**src/rtl/queue_burst_pkg.sv**
```systemverilog
// Shared types and defaults for the queue burst reader.
// Optional stall timeout is enabled by defining QUEUE_BURST_READER_TIMEOUT_EN.
package queue_burst_pkg;

  localparam int unsigned DefDataWidth     = 8;
  localparam int unsigned DefMaxLen        = 16;
  localparam int unsigned DefTimeoutCycles = 64;

  typedef enum logic [1:0] {
    StIdle  = 2'd0,
    StFetch = 2'd1,
    StDrain = 2'd2
  } state_e;

  // Skid entry layout at the default width; the skid module builds the same
  // {last, data} layout at its own DATA_WIDTH.
  typedef struct packed {
    logic                    last;
    logic [DefDataWidth-1:0] data;
  } skid_entry_t;

endpackage

```
**src/rtl/queue_burst_skid.sv**
```systemverilog
// Two-entry skid FIFO holding popped buffer words and their last tags.
// Entry 0 is always the head; a simultaneous load and pop keeps order.
module queue_burst_skid
  import queue_burst_pkg::*;
#(
  parameter int unsigned DATA_WIDTH = DefDataWidth
) (
  input  logic                  clk,
  input  logic                  rst_n,
  input  logic                  load,
  input  logic [DATA_WIDTH-1:0] load_data,
  input  logic                  load_last,
  input  logic                  pop,
  output logic [1:0]            occ,
  output logic [DATA_WIDTH-1:0] head_data,
  output logic                  head_last
);

  typedef struct packed {
    logic                  last;
    logic [DATA_WIDTH-1:0] data;
  } entry_t;

  entry_t     ent_q [2];
  entry_t     ent_d [2];
  logic [1:0] occ_q, occ_d;
  logic [1:0] occ_after_pop;

  // Shift on pop, then write the incoming word into the first free slot.
  always_comb begin
    ent_d         = ent_q;
    occ_after_pop = occ_q - 2'(pop);
    if (pop) begin
      ent_d[0] = ent_q[1];
    end
    if (load) begin
      if (occ_after_pop == 2'd0) begin
        ent_d[0] = '{last: load_last, data: load_data};
      end else begin
        ent_d[1] = '{last: load_last, data: load_data};
      end
    end
    occ_d = occ_after_pop + 2'(load);
  end

  // Entry and occupancy registers.
  always_ff @(posedge clk) begin
    if (!rst_n) begin
      ent_q[0] <= '0;
      ent_q[1] <= '0;
      occ_q    <= 2'd0;
    end else begin
      ent_q[0] <= ent_d[0];
      ent_q[1] <= ent_d[1];
      occ_q    <= occ_d;
    end
  end

  assign occ       = occ_q;
  assign head_data = ent_q[0].data;
  assign head_last = ent_q[0].last;

endmodule

```
**src/rtl/queue_burst_reader.sv**
```systemverilog
// Burst reader: pops N words from the queue buffer and streams them out with
// out_last on the final word. A 2-entry skid absorbs the 1-cycle read latency.
// Define QUEUE_BURST_READER_TIMEOUT_EN to add the stall timeout and err_timeout.
module queue_burst_reader
  import queue_burst_pkg::*;
#(
  parameter int unsigned DATA_WIDTH     = DefDataWidth,
  parameter int unsigned MAX_LEN        = DefMaxLen,
`ifdef QUEUE_BURST_READER_TIMEOUT_EN
  parameter int unsigned TIMEOUT_CYCLES = DefTimeoutCycles,
`endif
  localparam int unsigned LEN_W         = $clog2(MAX_LEN + 1)
) (
  input  logic                  clk,
  input  logic                  rst_n,
  input  logic                  req_valid,
  input  logic [LEN_W-1:0]      req_len,
  output logic                  req_ready,
  output logic                  fifo_rd_en,
  input  logic [DATA_WIDTH-1:0] fifo_rd_data,
  input  logic                  fifo_rd_empty,
  output logic                  out_valid,
  output logic [DATA_WIDTH-1:0] out_data,
  output logic                  out_last,
  input  logic                  out_ready,
  output logic                  burst_done,
  output logic                  busy
`ifdef QUEUE_BURST_READER_TIMEOUT_EN
  ,
  output logic                  err_timeout
`endif
);

  state_e           state_q, state_d;
  logic [LEN_W-1:0] len_q, len_d;
  logic [LEN_W-1:0] issued_q, issued_d;
  logic             inflight_q;
  logic             rd_last_q, rd_last_d;
  logic             done_q, done_d;
  logic [LEN_W-1:0] clamped_len;
  logic [1:0]       occ;
  logic             head_last;
  logic             pop;
  logic [2:0]       pending;

`ifdef QUEUE_BURST_READER_TIMEOUT_EN
  localparam int unsigned StallW = $clog2(TIMEOUT_CYCLES + 1);
  logic [StallW-1:0] stall_q, stall_d;
  logic              abort_q, abort_d;
  logic              err_q, err_d;
`endif

  assign clamped_len = (req_len > LEN_W'(MAX_LEN)) ? LEN_W'(MAX_LEN) : req_len;
  assign pop         = out_valid & out_ready;
  // Words that will sit in the skid after this edge if no further read issues.
  assign pending     = 3'(occ) + 3'(inflight_q) - 3'(pop);

  // Next-state, read issue and handshake decisions.
  always_comb begin
    state_d    = state_q;
    len_d      = len_q;
    issued_d   = issued_q;
    rd_last_d  = 1'b0;
    done_d     = 1'b0;
    req_ready  = 1'b0;
    fifo_rd_en = 1'b0;
`ifdef QUEUE_BURST_READER_TIMEOUT_EN
    stall_d    = stall_q;
    abort_d    = abort_q;
    err_d      = err_q;
`endif
    unique case (state_q)
      StIdle: begin
        req_ready = 1'b1;
        if (req_valid) begin
          len_d    = clamped_len;
          issued_d = '0;
`ifdef QUEUE_BURST_READER_TIMEOUT_EN
          stall_d  = '0;
          abort_d  = 1'b0;
          err_d    = 1'b0;
`endif
          if (clamped_len == '0) begin
            done_d = 1'b1;
          end else begin
            state_d = StFetch;
          end
        end
      end
      StFetch: begin
        fifo_rd_en = !fifo_rd_empty && (issued_q < len_q) && (pending < 3'd2);
        if (fifo_rd_en) begin
          issued_d  = issued_q + LEN_W'(1);
          rd_last_d = (issued_d == len_q);
          if (issued_d == len_q) begin
            state_d = StDrain;
          end
        end
`ifdef QUEUE_BURST_READER_TIMEOUT_EN
        if (fifo_rd_en) begin
          stall_d = '0;
        end else if (fifo_rd_empty && (issued_q < len_q)) begin
          stall_d = stall_q + StallW'(1);
          if (stall_d == StallW'(TIMEOUT_CYCLES)) begin
            // Abandon the rest; words already held still drain untagged.
            stall_d = '0;
            abort_d = 1'b1;
            err_d   = 1'b1;
            state_d = StDrain;
          end
        end
`endif
      end
      StDrain: begin
        if (pop && head_last) begin
          done_d  = 1'b1;
          state_d = StIdle;
        end
`ifdef QUEUE_BURST_READER_TIMEOUT_EN
        if (abort_q && !out_valid && !inflight_q) begin
          done_d  = 1'b1;
          abort_d = 1'b0;
          state_d = StIdle;
        end
`endif
      end
      default: state_d = StIdle;
    endcase
  end

  // Control state registers.
  always_ff @(posedge clk) begin
    if (!rst_n) begin
      state_q    <= StIdle;
      len_q      <= '0;
      issued_q   <= '0;
      inflight_q <= 1'b0;
      rd_last_q  <= 1'b0;
      done_q     <= 1'b0;
    end else begin
      state_q    <= state_d;
      len_q      <= len_d;
      issued_q   <= issued_d;
      inflight_q <= fifo_rd_en;
      rd_last_q  <= rd_last_d;
      done_q     <= done_d;
    end
  end

`ifdef QUEUE_BURST_READER_TIMEOUT_EN
  // Stall counter, abort flag and sticky timeout error.
  always_ff @(posedge clk) begin
    if (!rst_n) begin
      stall_q <= '0;
      abort_q <= 1'b0;
      err_q   <= 1'b0;
    end else begin
      stall_q <= stall_d;
      abort_q <= abort_d;
      err_q   <= err_d;
    end
  end

  assign err_timeout = err_q;
`endif

  queue_burst_skid #(
    .DATA_WIDTH (DATA_WIDTH)
  ) u_skid (
    .clk       (clk),
    .rst_n     (rst_n),
    .load      (inflight_q),
    .load_data (fifo_rd_data),
    .load_last (rd_last_q),
    .pop       (pop),
    .occ       (occ),
    .head_data (out_data),
    .head_last (head_last)
  );

  assign out_valid  = (occ != 2'd0);
  assign out_last   = out_valid & head_last;
  assign burst_done = done_q;
  assign busy       = (state_q != StIdle);

endmodule

```
**config.mk**
```make
export PLATFORM = sky130hd
export DESIGN_NAME = queue_burst_reader
export DESIGN_NICKNAME = d
export VERILOG_FILES = /design/src/rtl/queue_burst_pkg.sv /design/src/rtl/queue_burst_skid.sv /design/src/rtl/queue_burst_reader.sv
export SDC_FILE = /design/constraint.sdc
export NUM_CORES = 1
export LEC_CHECK = 0
export ABC_CLOCK_PERIOD_IN_PS = 2500
export BUFFER_PORTS_ARGS = -buffer_cell sky130_fd_sc_hd__buf_2
export CAP_MARGIN = 30
export CELL_PAD_IN_SITES_DETAIL_PLACEMENT = 1
export CELL_PAD_IN_SITES_GLOBAL_PLACEMENT = 1
export CORE_ASPECT_RATIO = 0.9
export CORE_MARGIN = 2
export CORE_UTILIZATION = 30
export CTS_CLUSTER_SIZE = 20
export DETAILED_ROUTE_END_ITERATION = 16
export PLACE_DENSITY_LB_ADDON = 0.2
export REMOVE_ABC_BUFFERS = 1
export SKIP_CTS_REPAIR_TIMING = 1
export SLEW_MARGIN = 15
export SYNTH_ARGS = -nofsm -noshare
export SYNTH_HDL_FRONTEND = slang
export SYNTH_HIERARCHICAL = 1
export SYNTH_SLANG_ARGS = --single-unit
```
**constraint.sdc**
```tcl
create_clock -name clk -period 2.5 [get_ports clk]
set_input_delay 0.125 -clock clk [delete_from_list [all_inputs] [get_ports clk]]
set_output_delay 0.125 -clock clk [all_outputs]
set_load 0.03 [all_outputs]
```
After elaboration in Yosys (flattened, before gate mapping):

Index checks and enable logic that the tools add are counted.

* register bits after elaboration: 35
* input port bits: 18
* output and inout port bits: 14
* logic and storage cells: 65

* add/sub/neg operators: 5
* muxes and demuxes: 20
* eq/ne operators: 8
* magnitude comparators: 3
* bitwise operators: 3
* reduce and logical (&&, ||, !) cells: 15

Operators by type and width (number)
* 9-bit 2-to-1 mux: 3
* 18-bit 2-to-1 mux: 1
* 5-bit 2-to-1 mux: 3
* 2-bit 2-to-1 mux: 5
* 2-bit != test, second input constant: 5
* 5-bit case mux with 2 select lines: 1
* 2-bit case mux with 3 select lines: 1
* 3-bit AND reduction: 2
* 2-bit nonzero test: 3
* 5-bit by 1-bit adder with 5-bit output, second input constant: 1
* 5-bit equality test: 1
* 5-bit greater-than comparator, second input constant: 1
* 5-bit logical NOT: 1
* 5-bit < comparator: 1
* 1-bit 2-to-1 mux: 5
* 5-bit AND reduction: 1
* 2-bit logical NOT: 2
* 2-bit AND reduction: 2
* 2-bit by 1-bit adder with 3-bit output: 1
* 1-bit logical AND: 3
* 3-bit by 2-bit < comparator with 1-bit output, second input constant: 1
* 3-bit by 1-bit subtractor with 3-bit output: 1
* 2-bit by 1-bit adder with 2-bit output: 1
* 1-bit AND: 2
* other kinds (6): 6

Depth between registers and ports, before layout:

* word-level depth: 7
* mapped depth: 9
* mapped depth without buffers: 8

Modules after synthesis:

The synthesis kept the hierarchy.

By module, submodules not included
* queue_burst_reader: times used 1, cells an instance 115, area each 1062.3 um2, seq. area each 300.3 um2
* queue_burst_skid: times used 1, cells an instance 98, area each 943.4 um2, seq. area each 400.4 um2

Worst setup path before layout:

No wires, ideal clock.

* path kind: flip-flop to flip-flop
* start: register u_skid.occ_q[1] (netlist: u_skid/occ[1])
* end: register issued_q[0]
* slack: -0.152 ns
* arrival time: 2.593 ns
* stages on the path, launching flop included: 9
* path buffers: 0
* period minus slack after synthesis: 2.652 ns
* path through: dfxtp_1 -> nand2_1 -> nor2_1 -> o21ai_0 -> fa_1 -> xnor2_2 -> nand3_2 -> nor3_1 -> a2bb2o_4

* longest elaborated chain between the ends: 7
* elaborated cells between the ends (all ways): 8

RTL lines
* from (decl): RTL line queue_burst_skid.sv:26 `logic [1:0] occ_q, occ_d;`
* from (signal assigned): RTL line queue_burst_skid.sv:51 `occ_q <= 2'd0;`
* from (signal assigned): RTL line queue_burst_skid.sv:55 `occ_q <= occ_d;`
* branches (longest 2 deep; another with 2-bit by 1-bit adder with 3-bit output)
* 3-bit by 1-bit subtractor with 3-bit output *: RTL line queue_burst_reader.sv:56 `assign pending = 3'(occ) + 3'(inflight_q) - 3'(pop);`
* 3-bit by 2-bit < comparator with 1-bit output *: RTL line queue_burst_reader.sv:91 `fifo_rd_en = !fifo_rd_empty && (issued_q < len_q) && (pending < 3'd2);`
* 1-bit logical AND *: RTL line queue_burst_reader.sv:91
* 2-bit != test (no source line) *
* 3-bit AND reduction (no source line) *
* to (signal assigned): RTL line queue_burst_reader.sv:143 `issued_q <= issued_d;`
* to (decl): RTL line queue_burst_reader.sv:36 `logic [LEN_W-1:0] issued_q, issued_d;`

Mark *: on every way between the ends.
A chain may end at the register's enable or synchronous reset.

Worst setup path in the final report:

* start: register u_skid.occ_q[1] (netlist: u_skid/occ[1])
* end: output fifo_rd_en

* longest elaborated chain between the ends: 6
* elaborated cells between the ends (all ways): 7

RTL lines
* branches (longest 2 deep; another with 2-bit by 1-bit adder with 3-bit output)
* 3-bit by 1-bit subtractor with 3-bit output *: RTL line queue_burst_reader.sv:56
* 3-bit by 2-bit < comparator with 1-bit output *: RTL line queue_burst_reader.sv:91
* 1-bit logical AND *: RTL line queue_burst_reader.sv:91
* 1-bit 2-to-1 mux *: RTL line queue_burst_reader.sv:72 `unique case (state_q)`
* to (decl): RTL line queue_burst_reader.sv:19 `output logic fifo_rd_en,`

Marks and branches as above.

==> results.yml <==
status:
  status: "finished, final reports clean"
final_layout:
  finalNonFillerCells: 328
  final_cell_mix: "dfxtp_1, buf_2, nand2_1"
  postLayoutCellArea_mm2: 0.00232
  mostFrequentLayoutCell: "dfxtp_1"
  drive_above_1_share: 0.269
  layout.nets: 264
  diodes: 0
  area_growth_pct: 15.8
sta:
  setup_violations: 0
  slew_viol_final: 0
  max_freq_ghz: 0.431
  setup_ws_ns: 0.181
  worstMarginPinSlew_ns: 0.541
  min_period_ns: 2.32
  fin_worst_skew_ns: 0.00604
  slew_headroom: 0.637
  rsz0062_at_grt: "no"
  finalCritPeriodShare: 0.927
  final_hold_viol_count: 0
clock_network:
  clk_pin_slew_ns: 0.07
  clock_latency_ns: 0.28
  cts_tree: "yes"
  cts_root_buf: "clkbuf_8"
  cts_buffers: 5
  clockBufferDepth: 2
  clkSinkCount: 35
  cts_max_level: 2
grt:
  grt_max_degree: 33
  grt_pass1_wl_um: 7370
  grt_pass1_vias: 1546
  globalRouteOverflowTotal: 0
  track_usage: 0.127
  antenna_found_initial: 0
detailed_routing:
  drc: 0
  drt_iter0_markers: 50
  drtPass1Iterations: 4
  wl_met2_um: 1950
  detail_route.wl_per_cell_um: 13.7
  drtAntennaViolNets: 0
  wl_met1_um: 2360
  wl_met3_um: 126
  viasPerCell: 4.81
  wl_um: 4490
  vias: 1577
  routed.top_layer: "met4"
critical_path:
  cp-end-kind: "output pin"
  path_cells: "nand2_1 -> nor2_1 -> o21ai_0 -> fa_1 -> xnor2_2 -> nand3_4 -> nor3_4 -> clkbuf_4"
  cp_slowest_cell: "fa_1"
  critPathLaunchType: "register"
  crit_path_start: "u_skid/occ[1]$_SDFF_PN0_"
  arrival_ns: 2.19
  cp.required_ns: 2.38
  cpPeakStageDelay_ns: 0.42
  path_max_fanout: 5
  reg2reg_from: "u_skid/occ[1]$_SDFF_PN0_"
  setup.worst_path.class: "reg -> out"
logic_synthesis:
  syn_area_per_cell_um2: 9.42
  ys.flop_type: "dfxtp_1"
  ys_types: 51
  synth_area_mm2: 0.00201
  async_reset_ff_frac: 0
  synth_edf_count: 0
  yosysWarningCount: 6
  ys_ff_latch: 35
  ys_seq_area_frac: 0.349
  syn_inst: 213
floorplanning:
  die_height_um: 81.6
  die-area_mm2: 0.00736
  io_pins: 32
  rows: 28
  start_util: 0.308
  dieWidth_um: 90.2
  coreArea_mm2: 0.00652
min_path:
  hp-start: "fifo_rd_data[2]"
  min_path_type: "in -> reg"
power:
  p_leak_nw: 0.951
  ir_worst_vdd_mv: 0.249
  powerDensity_mw_per_mm2: 749
placed_design:
  dp_hpwl_um: 3330
  placed_area_mm2: 0.00217
  gp_congestion: 0.714
  dp_slack_ns: 0.297
  port_buffers: 31
  dp.cells: 320
job:
  cap_violations: 0
==> report_power, final <==
part | internal (W) | switching (W) | total, W
combinational | 0.000204 | 0.000323 | 0.000527
clock | 0.000399 | 0.000203 | 0.000602
sequential | 0.000588 | 0.0000235 | 0.000612
total | 0.00119 | 0.000549 | 0.00174
==> registers in the layout, indices dropped and copies added, names as in the netlist <==
| signal | flops |
|---|---|
| inflight_q | 1 |
| len_q | 5 |
| burst_done | 1 |
| state_q | 2 |
| u_skid/occ | 2 |
| rd_last_q | 1 |
| u_skid/ent_q | 9 |
| u_skid/head_data | 8 |
| issued_q | 5 |
| u_skid/head_last | 1 |
==> Yosys cell counts (all sizes together), types with 2 or more instances <==
cell / count / area share
a211oi: 4 / 0.020
a21oi: 17 / 0.042
a31oi: 5 / 0.016
a32oi: 2 / 0.0087
and2: 5 / 0.016
buf: 15 / 0.061
clkbuf: 3 / 0.0062
dfxtp: 35 / 0.35
ha: 8 / 0.050
inv: 9 / 0.017
mux2i: 18 / 0.090
nand2: 27 / 0.051
nand3: 3 / 0.010
nand3b: 7 / 0.032
nor2: 4 / 0.0075
nor2b: 3 / 0.0094
nor3: 5 / 0.020
nor3b: 2 / 0.012
o21ai: 13 / 0.036
o31ai: 2 / 0.017
or2: 2 / 0.0062
xnor2: 6 / 0.030
xor2: 2 / 0.0087
==> worst paths after layout <==
kind / slack (ns) / cells past startpoint / endpoint
max: 0.18 / 8 / fifo_rd_en
min: 0.09 / 3 / u_skid/ent_q[2]$_SDFFE_PN0P_
max reg2reg: 0.33 / 8 / issued_q[0]$_SDFFE_PN0P_
min reg2reg: 0.45 / 2 / u_skid/ent_q[8]$_SDFFE_PN0P_
==> per-stage QoR <==
stage               hold slack [ns]  total power, W   util  TNS (ns)
floorplan                     0.236        0.000992      -    -0.159
CTS                          0.0783         0.00175  0.353   -0.0294
global placement              0.385         0.00112  0.333         0
detailed placement            0.391         0.00113  0.333         0
finish                       0.0878         0.00174  0.356         0
global route                 0.0824         0.00184  0.356         0
==> kinds of logic after synthesis <==
kind of cell,after synthesis,synth area share
buf+inv,27,0.0842
simple gates,64,0.193
flops,35,0.349
compound gates,52,0.185
mux,18,0.0898
xor+xnor,8,0.0387
fa+ha+maj,9,0.0599
==> layout make-up <==
type                    instances  area, um2
fillers                       795       4190
multi-input cells             151       1150
flip-flops and latches         35        701
repair buffers                 35        188
well taps                      90        113
clock buffers                   6       72.6
clock inverters                 2       60.1
inverters                       9       33.8
==> routing by layer <==
layer / up-vias / GRT usage
met1: 753 / 0.172
li1: 798 / -
met3: 4 / 0.0294
met4: 0 / 0.0415
met2: 22 / 0.202
met5: - / 0
==> worst max-delay path: cells and delay by family, from the launching register on <==
kind	cells	cell delay, ns
fa+ha+maj	1	0.42
buf+inv	1	0.23
simple gates	4	0.59
compound gates	1	0.14
flops	1	0.33
xor+xnor	1	0.21
Note: power is estimated with default switching activity, not from simulation.
